<file path="src/rtl/load_store_unit_pkg.sv">
// Shared encodings for the load/store unit: access sizes, FSM states and request record.
package load_store_unit_pkg;

    localparam int ADDR_W = 10;

    typedef enum logic [1:0] {
        SZ_NONE = 2'd0,
        SZ_BYTE = 2'd1,
        SZ_HALF = 2'd2,
        SZ_WORD = 2'd3
    } size_e;

    typedef enum logic [1:0] {
        IDLE  = 2'd0,
        ISSUE = 2'd1,
        RESP  = 2'd2
    } state_e;

    typedef struct packed {
        logic              write;
        size_e             size;
        logic              sign;
        logic [ADDR_W-1:0] addr;
        logic [31:0]       wdata;
    } req_t;

    function automatic logic [2:0] size_bytes(input logic [1:0] size);
        case (size)
            SZ_BYTE: return 3'd1;
            SZ_HALF: return 3'd2;
            SZ_WORD: return 3'd4;
            default: return 3'd0;
        endcase
    endfunction

    // Byte enables for the store data lanes; unused upper bytes are zeroed on the bus.
    function automatic logic [31:0] byte_mask(input logic [1:0] size);
        case (size)
            SZ_BYTE: return 32'h0000_00FF;
            SZ_HALF: return 32'h0000_FFFF;
            SZ_WORD: return 32'hFFFF_FFFF;
            default: return 32'h0000_0000;
        endcase
    endfunction

endpackage

</file>
<file path="src/rtl/lsu_lane_addr.sv">
// Per-lane byte addresses and range fault for one access of the load/store unit.
module lsu_lane_addr
    import load_store_unit_pkg::*;
#(
    parameter int MemSize = 125
) (
    input  logic [ADDR_W-1:0]   addr,
    input  logic [1:0]          size,
    output logic [4*ADDR_W-1:0] lane_addr,
    output logic                fault
);

    logic [2:0]        nbytes;
    logic [1:0]        top_lane;
    logic [ADDR_W:0]   last_byte;

    assign nbytes = size_bytes(size);

    always_comb begin
        top_lane = 2'd0;
        if (size != SZ_NONE) top_lane = 2'(nbytes - 3'd1);
    end

    // Unused lanes repeat the highest used lane so em_read stays in range near the top.
    for (genvar g = 0; g < 4; g++) begin : g_lane
        logic [1:0] off;
        assign off = (2'(g) > top_lane) ? top_lane : 2'(g);
        assign lane_addr[g*ADDR_W +: ADDR_W] = addr + ADDR_W'(off);
    end

    // One extra bit so the end address never wraps past 1023.
    assign last_byte = {1'b0, addr} + (ADDR_W+1)'(top_lane);
    assign fault     = (size != SZ_NONE) && (last_byte >= (ADDR_W+1)'(MemSize));

endmodule

</file>
<file path="src/rtl/load_store_unit.sv">
// Three-state load/store unit: accept a request, drive the memory bus for one cycle, respond.
module load_store_unit
    import load_store_unit_pkg::*;
#(
    parameter int MemSize = 125
) (
    input  logic        clock,
    input  logic        reset,
    input  logic        req_valid,
    output logic        req_ready,
    input  logic        req_write,
    input  logic [1:0]  req_size,
    input  logic        req_signed,
    input  logic [9:0]  req_addr,
    input  logic [31:0] req_wdata,
    output logic        rsp_valid,
    output logic [31:0] rsp_data,
    output logic        rsp_fault,
    output logic [1:0]  em_control,
    output logic [39:0] em_address,
    output logic [31:0] em_write,
    input  logic [31:0] em_read
);

    state_e                state;
    req_t                  req;
    logic [4*ADDR_W-1:0]   lane_addr;
    logic                  fault;
    logic [31:0]           load_ext;
    logic [31:0]           load_data;
    logic                  in_issue;

    lsu_lane_addr #(.MemSize(MemSize)) u_lane_addr (
        .addr      (req.addr),
        .size      (req.size),
        .lane_addr (lane_addr),
        .fault     (fault)
    );

    always_comb begin
        load_ext = '0;
        case (req.size)
            SZ_BYTE: load_ext = {{24{req.sign & em_read[7]}},  em_read[7:0]};
            SZ_HALF: load_ext = {{16{req.sign & em_read[15]}}, em_read[15:0]};
            SZ_WORD: load_ext = em_read;
            default: load_ext = '0;
        endcase
    end

    assign load_data = (!req.write && !fault) ? load_ext : 32'd0;

    // Bus is decoded from the registered state, so an async reset clears it at once.
    assign in_issue   = (state == ISSUE);
    assign em_control = (in_issue && req.write && !fault) ? req.size : 2'd0;
    assign em_address = in_issue ? lane_addr : '0;
    assign em_write   = in_issue ? (req.wdata & byte_mask(req.size)) : 32'd0;

    always_ff @(posedge clock or negedge reset) begin
        if (!reset) begin
            state     <= IDLE;
            req       <= '0;
            req_ready <= 1'b0;
            rsp_valid <= 1'b0;
            rsp_data  <= '0;
            rsp_fault <= 1'b0;
        end else begin
            case (state)
                IDLE: begin
                    if (req_valid && req_ready) begin
                        req.write <= req_write;
                        req.size  <= size_e'(req_size);
                        req.sign  <= req_signed;
                        req.addr  <= req_addr;
                        req.wdata <= req_wdata;
                        req_ready <= 1'b0;
                        state     <= ISSUE;
                    end else begin
                        req_ready <= 1'b1;
                    end
                end
                ISSUE: begin
                    rsp_valid <= 1'b1;
                    rsp_data  <= load_data;
                    rsp_fault <= fault;
                    state     <= RESP;
                end
                RESP: begin
                    rsp_valid <= 1'b0;
                    req_ready <= 1'b1;
                    state     <= IDLE;
                end
                default: begin
                    rsp_valid <= 1'b0;
                    req_ready <= 1'b0;
                    state     <= IDLE;
                end
            endcase
        end
    end

endmodule

</file>
<file path="config.mk">
export PLATFORM = sky130hd
export DESIGN_NAME = load_store_unit
export DESIGN_NICKNAME = d
export VERILOG_FILES = /design/src/rtl/load_store_unit_pkg.sv /design/src/rtl/lsu_lane_addr.sv /design/src/rtl/load_store_unit.sv
export SDC_FILE = /design/constraint.sdc
export NUM_CORES = 1
export LEC_CHECK = 0
export ABC_CLOCK_PERIOD_IN_PS = 3700
export CAP_MARGIN = 5
export CORE_MARGIN = 2
export CORE_UTILIZATION = 43
export CTS_CLUSTER_DIAMETER = 200
export DETAILED_ROUTE_END_ITERATION = 8
export GPL_TIMING_DRIVEN = 0
export PLACE_DENSITY = 0.81
export SYNTH_ARGS = -nofsm -noshare
export SYNTH_HDL_FRONTEND = slang
export SYNTH_SLANG_ARGS = --single-unit
</file>
<file path="constraint.sdc">
create_clock -name clock -period 3.7 [get_ports clock]
set_input_delay 0.74 -clock clock [delete_from_list [all_inputs] [get_ports clock]]
set_output_delay 0.74 -clock clock [all_outputs]
set_load 0.01 [all_outputs]
</file>
* Word-level counts from Yosys, hierarchy flattened
Cells that the tools add are included.
** Storage, ports and cells
- Bits in registers :: 83
- Output and inout port bits :: 109
- Logic and storage cells :: 57
** Cells by class
- Add/subtract/negate cells :: 6
- Order comparisons :: 5
- Equal/unequal tests :: 6
- Multiplexer cells :: 17
- Bitwise operators :: 3
- Reduce and logical (&&, ||, !) cells :: 10
** Operators with widths (number)
- 32-bit case mux with 3 select lines :: 2
- 32-bit two-way mux :: 2
- 10-bit by 2-bit adder with 10-bit output :: 4
- 40-bit two-way mux :: 1
- 32-bit AND :: 1
- 2-bit two-way mux :: 7
- 10-bit by 2-bit adder with 11-bit output :: 1
- 11-bit by 7-bit >= comparator with 1-bit output (second input constant) :: 1
- 2-bit == test (second input constant) :: 3
- 2-bit case mux with 3 select lines :: 1
- 1-bit logical AND :: 5
- 2-bit by 1-bit == test with 1-bit output (second input constant) :: 2
- 1-bit by 2-bit greater-than comparator with 1-bit output (first input constant) :: 2
- 2-bit greater-than comparator (first input constant) :: 2
- 2-bit case mux with 2 select lines :: 1
- 1-bit case mux with 3 select lines :: 1
- 1-bit AND :: 2
- 1-bit logical NOT :: 2
- 2-bit logical NOT :: 1
- 2-bit inequality test (second input constant) :: 1
- 1-bit case mux with 2 select lines :: 1
- 2-bit AND reduction :: 1
- 2-bit nonzero test :: 1
- 2-bit by 1-bit subtractor with 2-bit output (second input constant) :: 1
- 1-bit two-way mux :: 1

* Depth between registers and ports, before layout
- Depth in word-level cells :: 10
- Gate-level depth with buffers :: 11

* Modules after synthesis
Synthesis repeated with hierarchy kept, for this count alone.
** Second synthesis, totals
- Cells, all modules :: 425
- Area, all modules :: 4555.6 um^2
** Modules (own cells, without submodules)
- load_store_unit :: times used 1, cells each 330, area an instance 3871.2 um^2, seq. area each 2077.0 um^2
- lsu_lane_addr :: times used 1, cells each 95, area an instance 684.4 um^2, seq. area each 0.0 um^2

* Worst setup path before layout
OpenSTA, ideal clock, no wires.
- Path type :: register -> output
- Start :: register req[44] (netlist name)
- End :: output port em_control[0]
- Arrival time :: 2.147 ns
- Slack :: 0.813 ns
- Stages on the path, launching flop included :: 10
- Buffers on the path :: 1
- Cell sequence :: dfrtp_1 nand2_1 inv_1 clkbuf_1 ha_1 a21oi_1 or3_1 nand2_1 a31oi_1 and4_1
** On the way
- Longest elaborated chain between the ends :: 10
- Elaborated cells between the ends (all ways) :: 13
** RTL lines
- 2-bit == test or 2-bit by 1-bit == test with 1-bit output (tied branches) :: line load_store_unit_pkg.sv:28 : case (size)
- 2-bit case mux with 3 select lines :: line load_store_unit_pkg.sv:28
- 2-bit by 1-bit subtractor with 2-bit output :: line lsu_lane_addr.sv:21 : if (size != SZ_NONE) top_lane = 2'(nbytes - 3'd1);
- 2-bit two-way mux :: line lsu_lane_addr.sv:21
- 10-bit by 2-bit adder with 11-bit output :: line lsu_lane_addr.sv:32 : assign last_byte = {1'b0, addr} + (ADDR_W+1)'(top_lane);
- 11-bit by 7-bit >= comparator with 1-bit output :: line lsu_lane_addr.sv:33 : assign fault = (size != SZ_NONE) && (last_byte >= (ADDR_W+1)'(MemSize));
- 1-bit logical AND (*) :: line lsu_lane_addr.sv:33
- 1-bit logical NOT (*) :: line load_store_unit.sv:54 : assign em_control = (in_issue && req.write && !fault) ? req.size : 2'd0;
- 1-bit logical AND (*) :: line load_store_unit.sv:54
- 2-bit two-way mux (*) :: line load_store_unit.sv:54
- end: declaration :: line load_store_unit.sv:19 : output logic [1:0] em_control,
Every way passes the cells marked *; elsewhere a longest branch is shown, timed or not.

* Final worst setup path
- Start :: register req[43] (netlist name)
- End :: output port em_control[1]
** On the way
- Longest elaborated chain between the ends :: 10
- Elaborated cells between the ends (all ways) :: 13
** RTL lines (line)
- 2-bit == test or 2-bit by 1-bit == test with 1-bit output (tied branches) :: load_store_unit_pkg.sv:28
- 2-bit case mux with 3 select lines :: load_store_unit_pkg.sv:28
- 2-bit by 1-bit subtractor with 2-bit output :: lsu_lane_addr.sv:21
- 2-bit two-way mux :: lsu_lane_addr.sv:21
- 10-bit by 2-bit adder with 11-bit output :: lsu_lane_addr.sv:32
- 11-bit by 7-bit >= comparator with 1-bit output :: lsu_lane_addr.sv:33
- 1-bit logical AND (*) :: lsu_lane_addr.sv:33
- 1-bit logical NOT (*) :: load_store_unit.sv:54
- 1-bit logical AND (*) :: load_store_unit.sv:54
- 2-bit two-way mux (*) :: load_store_unit.sv:54
Marks and branches as above.

==> results.py <==
metrics = {
    "clock_tree": {
        "cts_num_sinks": 83,
        "clk_latency_ns": 0.35,
        "numCtsBuffers": 9,
        "h-tree-depth": 3,
        "tritoncts": "built",
        "root_buffer": "clkbuf_8",
        "clk_pin_slew_ns": 0.09,
        "cts_buffer_depth": 2,
    },
    "flow_run": {
        "drv_cap": 0,
    },
    "setup_path": {
        "end_kind": "output pin",
        "worst_ep_required_time_ns": 2.96,
        "worstSetupStartpointType": "register",
        "path_max_fanout": 7,
        "path_cells": "nand2_1 -> clkinvlp_4 -> ha_1 -> a21oi_1 -> nor3_2 -> mux2i_2 -> a31oi_4 -> and4_1 -> dlygate4sd2_1",
        "crit_family": "simple AND/OR/NAND/NOR gates",
        "critPathKind": "register to output pin",
        "arrival_ns": 2.77,
        "critical_path_buf_inv_count": 2,
        "cpMaxStageDelayCell": "dfrtp_1",
        "slowest_delay_ns": 0.48,
    },
    "yosys": {
        "netlist.area_leader.share_pct": 46.8,
        "synth_edf_count": 0,
        "async_reset_ff_share_pct": 100,
        "synthesis.yosys.warnings": 0,
        "netlist_instances": 424,
        "yosysMostFrequentCell": "dfrtp_1",
        "yosysUniqueCellTypes": 42,
        "synth-seq-area-share_pct": 46.8,
        "yosys.area.top_type": "dfrtp_1",
        "yosys-top-cells-count": "dfrtp_1, mux2_2, nand2_1",
        "ys_ff_latch": 83,
        "syn_avg_cell_area_um2": 10.5,
        "ys.flop_type": "dfrtp_1",
        "synthTopCellsByArea": "dfrtp_1, mux2_2, o21ai_2",
        "synth_area_mm2": 0.00443,
    },
    "place": {
        "place_congestion": 0.809,
        "portBuffers": 189,
        "place_area_mm2": 0.00653,
        "dp_cells": 751,
        "dp_slack_ns": -0.399,
        "dp_hpwl_um": 9830,
    },
    "grt": {
        "grt_antenna_before_repair": 0,
        "grt_max_degree": 62,
        "grt_pass1_wl_um": 20700,
        "grt_overflow_total": 0,
        "track_usage_pct": 23.6,
        "grt_pass1_vias": 4162,
    },
    "power": {
        "leakagePower_nw": 2.79,
        "power_mw": 4.97,
        "p_clk_share_pct": 13.4,
        "peakVddDrop_v": 0.000393,
        "switching_share_pct": 39.2,
        "p_int_mw": 3.02,
        "seqPwrFrac_pct": 30.6,
        "combPwrFrac_pct": 56.0,
        "power_switching_mw": 1.95,
        "power_density_mw_per_mm2": 733,
    },
    "floorplan": {
        "core-area_mm2": 0.0102,
        "boundaryPins": 190,
        "die_w_um": 106,
        "rows": 37,
        "start_util_pct": 43.5,
        "die_h_um": 106,
        "die_area_mm2": 0.0111,
    },
    "status": {
        "status": "finished, final reports clean",
    },
    "layout": {
        "antennaDiodeCount": 0,
        "stdcell_count": 768,
        "final_area_mm2": 0.00678,
        "fin_util_pct": 66.6,
        "layout-drive-gt1-share_pct": 17.7,
        "area_delta_synth_final_pct": 53.0,
        "final_nets": 718,
    },
    "detailed_routing": {
        "routedWlPerCell_um": 16.6,
        "drt.antenna.violating_nets": 0,
        "viasPerCell": 5.07,
        "drc": 0,
        "num_vias": 3894,
        "drt-total-wl_um": 12800,
        "dr.first_iter.drc_count": 164,
        "firstDrtPassIters": 4,
    },
    "sta": {
        "fin_setup_tns_ns": 0,
        "setup_violations": 0,
        "slew_viol_final": 0,
        "grt_setup_unrepaired": "yes",
        "setup_ws_ns": 0.188,
        "max_slew_margin_pct": 66.0,
        "worst_pin_slew_ns": 0.510,
        "hold_violations": 0,
        "post-route-period-util_pct": 94.9,
        "skew_ns": 0.0108,
        "period_needed_ns": 3.51,
        "holdWs_ns": 0.281,
        "timing.fmax_mhz": 285,
    },
    "worst_hold_path": {
        "min_path_type": "input port to asynchronous set/reset pin",
    },
}
==> power by group through the flow <==
stage / Sequential, mW / Clock, mW / Combinational (mW)
after floorplan: 1.53 / 0 / 1.57
after global placement: 1.52 / 0 / 2.65
after detailed placement: 1.55 / 0 / 2.72
after CTS: 1.52 / 0.694 / 2.79
after global routing: 1.58 / 0.726 / 3.04
final: 1.52 / 0.666 / 2.79
==> kinds of logic after synthesis <==
logic type	share of synthesized area [%]
and+or+nand+nor	18.1
DFF	46.8
AOI/OAI and AO/OA	10.8
muxes	11.7
buffers and inverters	4.20
xor gates and xnor gates	4.74
adders and majority gates	3.50
other	0.0846
==> sequential cells by signal, indices dropped and copies added (netlist names) <==
| register | cells |
|---|---|
| req | 46 |
| rsp_valid | 1 |
| rsp_data | 32 |
| req_ready | 1 |
| state | 2 |
| rsp_fault | 1 |
==> cell usage in the layout (no fill, tap or decap), types with 3 or more instances in the layout <==
cell,n
clkbuf_8,11
and2_1,25
and4_1,3
nor2_1,29
dfrtp_1,82
a21oi_1,29
nand3_1,4
and3_1,25
ha_1,6
buf_2,8
o21ai_2,20
a22o_1,8
clkinvlp_4,4
buf_6,3
mux2_2,45
nand2b_1,3
nand2_1,42
inv_1,3
nor2b_1,3
buf_4,4
xor2_1,16
o21ai_0,5
clkbuf_1,19
fa_1,4
xnor2_1,8
nor3_1,4
buf_1,4
clkdlybuf4s50_1,186
==> repair_timing <==
action | CTS | global route
endpoints found under the setup margin | 16 | 5
endpoints found under the hold margin | 0 | 0
setup buffers | 2 | 0
pin swaps | 1 | 0
resized for setup | 10 | 3
hold buffers | 0 | 0
==> routing by layer <==
layer | vias up | wire length, um | GRT usage [%]
met5 | - | 0 | 0
met3 | 24 | 1030 | 7.48
met1 | 1867 | 5180 | 28.8
met2 | 158 | 6310 | 39.9
li1 | 1845 | - | -
met4 | 0 | 254 | 7.52
==> final timing paths <==
path / startpoint / cells past startpoint / to / slack (ns)
min in group clock: state[1] / 1 / rsp_valid / 0.46
setup reg to reg: req[44] / 11 / rsp_data[10] / 1.05
setup / recovery: req[43] / 9 / em_control[1] / 0.19
hold / removal: reset / 1 / rsp_data[24] / 0.28
max in group asynchronous: reset / 2 / req[35] / 2.80
hold reg to reg: state[1] / 1 / rsp_valid / 0.46
==> cell type report <==
type,count,area (um2)
fillers,831,3400
multi-input cells,302,2210
flip-flops and latches,83,2080
repair buffers,192,1930
plain buffers,35,178
well taps,136,170
clock buffers,11,141
clock inverters,5,61.3
inverters,4,18.8
Note: power is estimated with default switching activity, not from simulation.
